--- src/rtl/adc_sample_sched_pkg.sv ---
// Shared types and sizing for the ADC sample scheduler.
package adc_sample_sched_pkg;

  localparam int unsigned N_REQ_DEF    = 3;
  localparam int unsigned PERIOD_W_DEF = 8;
  localparam int unsigned ADC_W        = 12;

  typedef enum logic [2:0] {
    ST_IDLE,
    ST_ARB,
    ST_SYNC,
    ST_CONV,
    ST_DELIVER
  } state_t;

endpackage

--- src/rtl/rr_arbiter.sv ---
// Combinational round-robin picker: first requester after last_grant wins.
module rr_arbiter #(
  parameter int unsigned N = 3,
  parameter int unsigned IDX_W = (N > 1) ? $clog2(N) : 1
) (
  input  logic [N-1:0]     req,
  input  logic [IDX_W-1:0] last_grant,
  output logic [N-1:0]     grant_c,
  output logic [IDX_W-1:0] grant_idx_c
);

  logic             found;
  logic [IDX_W-1:0] sel;

  always_comb begin
    grant_c     = '0;
    grant_idx_c = '0;
    found       = 1'b0;
    sel         = '0;
    for (int unsigned k = 1; k <= N; k++) begin
      sel = IDX_W'((32'(last_grant) + k) % N);
      if (!found && req[sel]) begin
        found       = 1'b1;
        grant_c     = '0;
        grant_c[sel] = 1'b1;
        grant_idx_c = sel;
      end
    end
  end

endmodule

--- src/rtl/adc_sample_sched.sv ---
// Schedules conversions of a shared serial ADC receiver among N_REQ requesters
// plus an internal periodic trigger that rides on requester 0.
module adc_sample_sched
  import adc_sample_sched_pkg::*;
#(
  parameter int unsigned N_REQ    = N_REQ_DEF,
  parameter int unsigned PERIOD_W = PERIOD_W_DEF
) (
  input  logic                sclk,
  input  logic                rst,
  input  logic [N_REQ-1:0]    req,
  input  logic [N_REQ-1:0]    ack,
  input  logic                periodic_en,
  input  logic [PERIOD_W-1:0] period,
  input  logic                rx_done_tick,
  input  logic [ADC_W-1:0]    adc_dout,
  output logic                rx_en,
  output logic [N_REQ-1:0]    grant,
  output logic [ADC_W-1:0]    sample,
  output logic [N_REQ-1:0]    sample_valid,
  output logic                busy,
  output logic                overrun
);

  localparam int unsigned IDX_W = (N_REQ > 1) ? $clog2(N_REQ) : 1;

  state_t              state_q, state_d;
  logic [IDX_W-1:0]    last_q;
  logic [N_REQ-1:0]    req_eff_c;
  logic [N_REQ-1:0]    pick_c;
  logic [IDX_W-1:0]    pick_idx_c;
  logic [PERIOD_W-1:0] cnt_q;
  logic                per_pending;
  logic                per_tick_c;
  logic                ack_hit_c;
  logic                per_clr_c;

  // The periodic trigger requests on behalf of requester 0.
  assign req_eff_c  = req | N_REQ'(per_pending);
  assign ack_hit_c  = (state_q == ST_DELIVER) && (|(ack & grant));
  assign per_clr_c  = ack_hit_c && grant[0];
  assign per_tick_c = periodic_en && (cnt_q >= period);

  rr_arbiter #(
    .N     (N_REQ),
    .IDX_W (IDX_W)
  ) u_arb (
    .req         (req_eff_c),
    .last_grant  (last_q),
    .grant_c     (pick_c),
    .grant_idx_c (pick_idx_c)
  );

  always_ff @(posedge sclk or posedge rst) begin
    if (rst) state_q <= ST_IDLE;
    else     state_q <= state_d;
  end

  // Next-state logic; the first tick in SYNC closes a partial frame.
  always_comb begin
    state_d = state_q;
    unique case (state_q)
      ST_IDLE:    if (|req_eff_c)   state_d = ST_ARB;
      ST_ARB:                       state_d = ST_SYNC;
      ST_SYNC:    if (rx_done_tick) state_d = ST_CONV;
      ST_CONV:    if (rx_done_tick) state_d = ST_DELIVER;
      ST_DELIVER: if (ack_hit_c)    state_d = ST_IDLE;
      default:                      state_d = ST_IDLE;
    endcase
  end

  // Outputs are registered from the next state so they line up with state_q.
  always_ff @(posedge sclk or posedge rst) begin
    if (rst) begin
      rx_en        <= 1'b0;
      busy         <= 1'b0;
      grant        <= '0;
      last_q       <= IDX_W'(N_REQ - 1);
      sample       <= '0;
      sample_valid <= '0;
    end else begin
      rx_en <= (state_d == ST_SYNC) || (state_d == ST_CONV);
      busy  <= (state_d != ST_IDLE);
      if (state_q == ST_IDLE && state_d == ST_ARB) begin
        grant  <= pick_c;
        last_q <= pick_idx_c;
      end else if (state_d == ST_IDLE) begin
        grant <= '0;
      end
      if (state_q == ST_CONV && rx_done_tick) sample <= adc_dout;
      sample_valid <= (state_d == ST_DELIVER) ? grant : '0;
    end
  end

  always_ff @(posedge sclk or posedge rst) begin
    if (rst)              cnt_q <= '0;
    else if (!periodic_en) cnt_q <= '0;
    else if (per_tick_c)  cnt_q <= '0;
    else                  cnt_q <= cnt_q + PERIOD_W'(1);
  end

  // A new trigger wins over a same-cycle clear and is not an overrun then.
  always_ff @(posedge sclk or posedge rst) begin
    if (rst) begin
      per_pending <= 1'b0;
      overrun     <= 1'b0;
    end else begin
      if (per_tick_c)     per_pending <= 1'b1;
      else if (per_clr_c) per_pending <= 1'b0;
      if (per_tick_c && per_pending && !per_clr_c) overrun <= 1'b1;
    end
  end

endmodule

--- config.mk ---
export PLATFORM = sky130hd
export DESIGN_NAME = adc_sample_sched
export DESIGN_NICKNAME = d
export VERILOG_FILES = /design/src/rtl/adc_sample_sched_pkg.sv /design/src/rtl/rr_arbiter.sv /design/src/rtl/adc_sample_sched.sv
export SDC_FILE = /design/constraint.sdc
export NUM_CORES = 1
export LEC_CHECK = 0
export ABC_AREA = 1
export CORE_MARGIN = 4
export CORE_UTILIZATION = 45
export DETAILED_ROUTE_END_ITERATION = 8
export MAX_ROUTING_LAYER = met4
export PLACE_DENSITY = 0.85
export SETUP_SLACK_MARGIN = 0.5
export SLEW_MARGIN = 20
export SYNTH_ARGS = -nofsm -noshare
export SYNTH_HDL_FRONTEND = slang
export SYNTH_SLANG_ARGS = --single-unit
export TNS_END_PERCENT = 1
--- constraint.sdc ---
create_clock -name sclk -period 2.1 [get_ports sclk]
set_clock_uncertainty 0.2 [all_clocks]
set_input_delay 0.63 -clock sclk [delete_from_list [all_inputs] [get_ports sclk]]
set_output_delay 0.63 -clock sclk [all_outputs]
set_load 0.01 [all_outputs]
==> flow_summary.json <==
{
  "synth_warnings": 0,
  "pwr_density_cell_mw_per_mm2": 1130,
  "htree_num_levels": 2,
  "final_antenna_net_count": 0,
  "clkTransAtPathRegs_ns": 0.06,
  "setup_tns_ns": 0,
  "hold_path_startpoint": "sample[9]",
  "slowest_stage": "dfstp_2",
  "avgSynthCellArea_sq_um": 8.11,
  "grt_first_pass_wirelength_mm": 7.67,
  "status": "completed",
  "leakage_uw": 0.00145,
  "crit_start": "last_q[1]",
  "vias": 1837,
  "tritoncts": "done",
  "synth_area_leaders": "dfrtp_1 44%, nand2_1 13%, ha_1 8.5%",
  "avgViaCountPerCell": 5.12,
  "synth_cells": 237,
  "dr.pass1.iters": 4,
  "synthToLayoutAreaGrowth_pct": 50.5,
  "grt_use_met1": 0.230,
  "drt_iter0_markers": 119,
  "hold_viol_final": 0,
  "dieHeight_um": 73.4,
  "overflow": 0,
  "yosysSeqAreaShare": 0.456,
  "drive_gt1_frac": 0.252,
  "synth_top_area_share": 0.442,
  "ys_types": 28,
  "worstSkewPairLatency_ns": 0.28,
  "cts_sinks": 35,
  "crit_chain": "ha_4 -> a21oi_1 -> nand2_1 -> nand2_2 -> nand3_2 -> nand2_1 -> inv_1 -> nand2_1 -> nand2_1 -> nand2_1",
  "ys_seq_elements": 35,
  "place.gp.congestion": 0.850,
  "fmax_mhz": 546,
  "slew_headroom": 0.797,
  "p_int_uw": 1970,
  "wl_per_cell_um": 13.3,
  "synth.cell_area_sq_mm": 0.00192,
  "post-route-min-period_ns": 1.83,
  "fin_crit_sh": 0.872,
  "dp_hpwl_mm": 3.37,
  "start_util": 0.474,
  "ctsRootBufferMaster": "clkbuf_8",
  "use_met3": 0.0492,
  "cpPeakStageDelay_ns": 0.59,
  "max-cap-violations": 0,
  "cp.required_ns": 2.12,
  "cts.path.max_buffers": 2,
  "seq_power_share": 0.314,
  "die_width_um": 73.4,
  "grt.total_usage": 0.191,
  "placed_cell_area_sq_mm": 0.00260,
  "utilization": 0.713,
  "crit_arrival_ns": 1.85,
  "setup_viol_count_final": 0,
  "place_inst": 343,
  "num_rows": 23,
  "use_met2": 0.316,
  "dieArea_sq_mm": 0.00538,
  "synth_nets": 280,
  "path_buf_inv": 1,
  "antenna_found_initial": 0,
  "num-nets-final": 352,
  "ios": 51,
  "cp_max_fo": 7,
  "path_class": "reg -> reg",
  "finalNonFillerCells": 359,
  "yosysTopAreaCell": "dfrtp_1",
  "critPathLaunchType": "register",
  "pwr-share-clk": 0.175,
  "power_frac_comb": 0.511,
  "crit_path_end_kind": "register",
  "grt_pass1_vias": 1737,
  "io_buffers": 50,
  "grt_max_degree": 36,
  "rsz0062_at_grt": "true",
  "cts_hold_buf": 0,
  "n_antenna_cell": 0,
  "cts_made_buffers": 5,
  "grt_busiest_layer": "met2",
  "post-route-cell-area_sq_mm": 0.00289,
  "holdWs_ns": 0.267,
  "cp_common_cell": "nand2_1",
  "rr_startpoint": "last_q[1]",
  "p_sw_uw": 1300,
  "drv_slew": 0,
  "peakVddDrop_mv": 0.717,
  "crit_family": "flip-flops",
  "drc": 0,
  "postRouteWirelength_mm": 4.76,
  "netSwitchingFraction": 0.398,
  "hp-class": "reg -> reg",
  "coreArea_sq_mm": 0.00406,
  "worst_slew_pin_slew_ns": 0.302
}
==> power groups by stage <==
stage / Clock [uW] / Sequential, uW / Combinational, uW
floorplan: 0 / 1090 / 816
global placement: 0 / 1030 / 1430
detailed placement: 0 / 1030 / 1470
CTS: 587 / 1020 / 1570
global route: 615 / 1050 / 1840
finish: 570 / 1030 / 1670
==> cells in the final DEF (no fill, tap or decap), types with 3 or more instances in the layout <==
| master | netlist | layout |
|---|---|---|
| nand2_2 | 3 | 7 |
| ha_1 | 13 | 3 |
| clkdlybuf4s15_1 | 0 | 13 |
| nand4_1 | 5 | 5 |
| clkdlybuf4s50_1 | 0 | 17 |
| a31oi_1 | 3 | 3 |
| dfrtp_1 | 34 | 33 |
| nand2_1 | 67 | 62 |
| nor2_2 | 1 | 3 |
| a21oi_2 | 1 | 5 |
| inv_1 | 32 | 25 |
| o21ai_1 | 3 | 4 |
| nand3_2 | 1 | 8 |
| nor2_1 | 10 | 8 |
| buf_2 | 1 | 3 |
| nand3_1 | 27 | 21 |
| a21oi_1 | 7 | 3 |
| buf_4 | 1 | 14 |
| clkbuf_8 | 0 | 5 |
| nor3_1 | 8 | 7 |
| xor2_1 | 4 | 4 |
| ha_4 | 0 | 8 |
| inv_2 | 4 | 8 |
| dlygate4sd2_1 | 0 | 16 |
==> per-layer routing <==
layer / wire (um) / share of wire / up-vias
li1: - / - / 902
met1: 2000 / 0.42 / 877
met2: 2460 / 0.52 / 48
met3: 209 / 0.044 / 10
met4: 91 / 0.019 / 0
met5: 0 / 0 / -
==> state kept, by name, summed over array words and instances, names as in the netlist <==
signal	cells
cnt_q	8
per_pending	1
busy	1
overrun	1
rx_en	1
grant	3
sample_valid	3
sample	12
last_q	2
state_q	3
==> cells in the mapped netlist (all sizes together) <==
library cell  instances
dfstp                 1
nor3                  9
dfrtp                34
xor2                  4
a21oi                 8
nand3                28
o21ai                 7
nand3b                2
xnor2                 1
buf                   2
ha                   13
or2                   1
a31oi                 3
nor2                 11
a21o                  1
nand2                71
inv                  36
nand4                 5
==> final timing paths <==
kind	cells past startpoint	slack (ns)	end
setup reg to reg	10	0.27	last_q[0]
hold reg to reg	2	0.27	sample[9]
min in group asynchronous	3	0.49	sample[8]
max in group asynchronous	3	0.96	last_q[1]
hold / removal	2	0.27	sample[9]
setup / recovery	10	0.27	last_q[0]
==> repair_timing <==
action | 4_1_cts | 5_1_grt
gates cloned | 1 | 0
setup endpoints to repair | 54 | 53
gates resized for setup | 92 | 6
pin swaps | 23 | 4
hold endpoints to repair | 0 | 0
buffers inserted | 6 | 2
==> cell type report <==
type                    count  area (sq um)
fillers                   314          1160
flip-flops and latches     35           878
clock buffers               6          72.6
clock inverters             1          30.0
repair buffers             66           603
multi-input cells         165          1100
well taps                  50          62.6
inverters                  36           148
==> logic make-up (layout without fill, tap and decap cells) <==
kind of cell / after synthesis / in the layout / synth area share
AO/OA/AOI/OAI: 19 / 19 / 0.0586
AND/OR/NAND/NOR: 127 / 128 / 0.301
XOR/XNOR: 5 / 5 / 0.0228
buffers and inverters: 38 / 109 / 0.0768
flip-flops: 35 / 35 / 0.456
adder cells (fa/ha/maj): 13 / 13 / 0.0846
==> metrics by stage <==
| stage | total power [uW] | worst slack, ns |
|---|---|---|
| final | 3270 | 0.269 |
| after global routing | 3500 | 0.188 |
| after CTS | 3180 | 0.316 |
| after detailed placement | 2500 | -0.516 |
| after global placement | 2450 | -0.464 |
| after floorplan | 1900 | 0.210 |
==> worst reg2reg max path, delay by kind of cell (launching register included) <==
kind / cells / cell delay [ns]
buffers and inverters: 1 / 0.05
adders and majority gates: 1 / 0.25
and+or+nand+nor: 7 / 0.51
DFF: 1 / 0.59
AOI/OAI and AO/OA: 1 / 0.19
Note: power is estimated with default switching activity, not from simulation.
==> RTL edit 1 (same flow settings) <==
Encoding of `state_t`: now one-hot (5 bits for 5 states).
--- a/src/rtl/adc_sample_sched_pkg.sv
+++ b/src/rtl/adc_sample_sched_pkg.sv
@@ -7,8 +7,8 @@
 
-  typedef enum logic [2:0] {
-    ST_IDLE,
-    ST_ARB,
-    ST_SYNC,
-    ST_CONV,
-    ST_DELIVER
+  typedef enum logic [4:0] {
+    ST_IDLE    = 5'b00001,
+    ST_ARB     = 5'b00010,
+    ST_SYNC    = 5'b00100,
+    ST_CONV    = 5'b01000,
+    ST_DELIVER = 5'b10000
   } state_t;
Behaviour: same outputs for any inputs over 4 cycles, from zero or initial values and one cycle with rst high; so few cycles prove little.
==> RTL edit 1 against the original RTL <==
  * Wire length grew 2.2%
  * Count of clock-buffer cells in the layout increased by 2
  * Design area up 5.6%
  * Setup slack better by 61 ps
  * Synthesized area up 8.3%
  * Critical endpoint unchanged
  * Highest routed layer unchanged
  * Sequential cell count grew 2
  * Power fell by 5.9%
==> RTL edit 1: results (changes against the original RTL) <==
xor and xnor area share after synthesis=0.0210 (-0.00175); met2 WL post-DR=2490 um (+1.2%); data-path buffer share of cell area in the final layout=0.190 (-0.0180); critical-path maximum fanout=5 (-2); Mapped Cells=253 (+6.8%); number of global-route vias before repair=1,935 (+11%); met2 track utilization from global routing=0.303 (-0.0127); number of setup buffers added after CTS=8 (+2); placed insts=357 (+4.1%); fraction of the mapped netlist area in compound gates=0.0535 (-0.00510); first-pass GRT wire length=8580 um (+12%); Synthesized Nets=296 (+5.7%); transition time at the pin with the least slew margin=297 ps (-4.95 ps); inverter count=40 (+11%); DR WL met3=217 um (+3.8%); Storage cell area=928 um^2 (+5.7%); post-cts gate resize count=96 (+4.3%); part of the Yosys area used for sequential elements=0.446 (-0.0104); sink count of the clock tree=37 (+5.7%); dpl hpwl=3330 um (-1.2%); cell types with the largest area share after synthesis=dfrtp_1, nand2_1, ha_1; GRT Total Usage=0.183 (-0.00797); maximum number of pins on one net before global-route repair=38 (+5.6%); count of unique library cells instantiated by Yosys=31 (+11%); proportion of cell area spent on the clock network=0.0295 (-0.00597); count of non-CTS buffers in the layout=63 (-4.5%); number of vias per cell after detailed routing=5.11 (about the same); crit path DAT=1740 ps (-110 ps); multi-input combinational cell count=175 (+6.1%); CTS clock-pin slew for the worst setup and hold paths=80 ps (+20 ps); worst supply voltage drop on vdd=0.000666 V (-7.1%); WL met1=2050 um (+2.5%); standby leakage power=0.00148 uW (+2.3%); arithmetic-cell share of the synthesized area counting full adders, half adders and majority gates=0.0781 (-0.00650); clock buffers=8 (+2); share of layout cells above drive strength 1=0.288 (+0.0355); final routed wire length divided by cell count=13.0 um (-2.1%); top post-synthesis cells by count=nand2_1, dfrtp_1, inv_1; proportion of cell area occupied by multi-input gates=0.400 (+0.0201); final net count=365 (+3.7%); met1 Resource Use GR=0.214 (-0.0162); final standard cell count with taps included and fillers excluded=375 (+4.5%); run status=finished, final reports clean
-- RTL edit 1: changes by cell type in the layout (fill, tap and decap cells not counted), sizes merged, moves of 4 or more --
cell	unedited run	this run
nand4	5	10
clkdlybuf4s15	13	22
inv	36	40
nand2	71	79
dlygate4sd2	16	5
nand3	29	24
-- RTL edit 1: through the flow --
| stage | cell area, um^2 | setup WS (ps) |
|---|---|---|
| finish | 3060 | 330 |
| floorplan | 2210 | 381 |
| global route | 3060 | 249 |
| CTS | 3030 | 350 |
| detailed placement | 2790 | -300 |
| global placement | 2790 | -270 |
-- RTL edit 1: worst register-to-register path, stage by stage, from the launching register on --
cell and delay [ps]:
dfstp_2 580, ha_4 230, buf_4 140, nand3_1 80, nand2_2 90, nand2_2 70, nand2_1 50, nand2_1 60
nand2_1 50, nand2_1 50, nand2_1 50
-- RTL edit 1: where the power goes --
group / total [uW] / switching [uW] / internal (uW)
registers: 1040 / 129 / 915
logic: 1530 / 847 / 681
clock network: 500 / 232 / 268
==> RTL edit 2 (config.mk and constraints unchanged) <==
Without the edit above. Set the package constant `ADC_W` to 8 (it was 12).
--- a/src/rtl/adc_sample_sched_pkg.sv
+++ b/src/rtl/adc_sample_sched_pkg.sv
@@ -5,3 +5,3 @@
   localparam int unsigned PERIOD_W_DEF = 8;
-  localparam int unsigned ADC_W        = 12;
+  localparam int unsigned ADC_W        = 8;
 
Ports: changed (resized adc_dout and sample); port bits go from 51 to 43. No check against the original RTL was run, so the function may have changed too.
==> RTL edit 2 against the original RTL <==
  * Synthesized area down 5.6%
  * Wire length down 10%
  * Setup slack worse by 83 ps
  * Sequential cell count down 4
  * First-iteration DRC count down 46%
  * Design area down 8.4%
  * Die area down 5.0%
  * Critical path type unchanged
  * Clock power down 24%
  * Via count down 9.5%
  * Non-clock buffer count down 13
  * Power down 4.7%
==> RTL edit 2: results (changes against the original RTL) <==
number of CTS-inserted buffers=5 (unchanged); cell types with the largest area share after synthesis=dfrtp_1, nand2_1, ha_1; final setup fails=0 (unchanged); clock latency of the later-clocked register in the worst-skew pair=270 ps; Hold Buf Count CTS=0 (unchanged); DR WL met3=183 um (-12%); fraction of met3 tracks used by global routing=0.0407 (-0.00857); worst supply voltage drop on vdd=0.000704 V (-1.9%); destination of the worst register-to-register timing path=grant[1]; met1 Resource Use GR=0.199 (-0.0308); worst setup timing slack at the placement stage=-510 ps (+5.06 ps); count of unique library cells instantiated by Yosys=30 (+7.1%); worst hold start=sample[6]; worst r2r src=last_q[1]; GRT Total Usage=0.180 (-0.0110); met2 track utilization from global routing=0.317 (+0.00156); number of violations reported at the end of detailed-routing iteration 0=64 (-46%); hold-critical path endpoint=sample[6]; Root Driver=clkbuf_8; share of layout cells above drive strength 1=0.271 (+0.0184); final net count=326 (-7.4%); CTS clock-pin slew for the worst setup and hold paths=60 ps (about the same); met2 WL post-DR=2270 um (-8.0%); standby leakage power=0.00133 uW (-8.5%); final weighted congestion of routability-driven global placement=0.838 (-1.4%); delay contributed by the slowest stage of the critical path=~600 ps; WL met1=1770 um (-12%); internal reg-to-reg setup slack=190 ps (-80 ps); antenna violations before repair=0 (unchanged); switching power=1360 uW (+4.9%); Synthesized Nets=265 (-5.4%); total number of yosys warnings=0 (unchanged); total number of H-tree levels=2 (unchanged); Synth async-reset ratio=1.00 (unchanged); count of fill cells added during filler insertion=294 (-6.4%); gate family responsible for the most delay along the worst path=flip-flops; Hold Crit Depth=2 (unchanged); number of cell instances on the worst register-to-register path=9 (-1); maximum number of pins on one net before global-route repair=32 (-11%); number of I/O port buffers=42 (-16%); critical-path maximum fanout=4 (-3); registers with the most flip-flops=cnt_q: 8 flops, sample: 8 flops; crit path DAT=1870 ps (+20 ps); dpl hpwl=3070 um (-8.8%); aggregate routed wire length=4290 um (-10%); path class of the lowest-slack min-delay path=reg -> reg; commonest register cell after synthesis=dfrtp_1; post-cts gate resize count=62 (-33%); first-pass GRT wire length=7120 um (-7.1%); number of vias per cell after detailed routing=4.95 (-3.3%); top post-synthesis cells by count=nand2_1, inv_1, dfrtp_1; number of global-route vias before repair=1,699 (-2.2%); transition time at the pin with the least slew margin=273 ps (-29.3 ps); final antenna diode count=0 (unchanged); part of the Yosys area used for sequential elements=0.428 (-0.0281); worst hold slack=269 ps (+1.22 ps); run status=finished, final reports clean
[RTL edit 2: layout make-up]
| class | instances | area [um^2] | area share |
|---|---|---|---|
| inverter | 40 | 165 | 0.0623 |
| multi-input combinational | 156 | 1090 | 0.410 |
| sequential | 31 | 777 | 0.293 |
| tap | 48 | 60.1 | 0.0227 |
| clock inverter | 1 | 5.00 | 0.00189 |
| clock buffer | 7 | 76.3 | 0.0288 |
| timing repair buffer | 53 | 480 | 0.181 |
[RTL edit 2: metrics by stage]
stage,TNS (ps),cell area [um^2],std cells
after CTS,0,2600,335
final,0,2650,336
after detailed placement,-5120,2390,320
after global routing,0,2650,336
after floorplan,0,1870,226
after global placement,-4270,2390,320
[RTL edit 2: how the worst max path moves through the flow]
stage / from / end / slack (ps) / cells past startpoint
after floorplan: period[5] / per_pending / 210 / 7
after global placement: period[5] / per_pending / -460 / 8
final: last_q[1] / grant[1] / 190 / 9
after CTS: last_q[1] / grant[1] / 240 / 9
after global routing: last_q[1] / grant[1] / 100 / 9
after detailed placement: period[5] / per_pending / -510 / 8
[RTL edit 2: power groups by stage]
stage / clock, uW / combinational, uW / sequential [uW]
detailed placement: 0 / 1470 / 908
CTS: 449 / 1620 / 895
global route: 477 / 1950 / 923
global placement: 0 / 1430 / 899
floorplan: 0 / 932 / 940
finish: 434 / 1780 / 896
[RTL edit 2: logic make-up (layout without fill, tap and decap cells)]
| kind of cell | Yosys count | in the layout | share of synthesized area |
|---|---|---|---|
| flops | 31 | 31 | 0.428 |
| simple gates | 123 | 124 | 0.326 |
| fa+ha+maj | 13 | 13 | 0.0896 |
| buf+inv | 40 | 101 | 0.0841 |
| compound gates | 14 | 14 | 0.0482 |
| xor+xnor | 5 | 5 | 0.0241 |
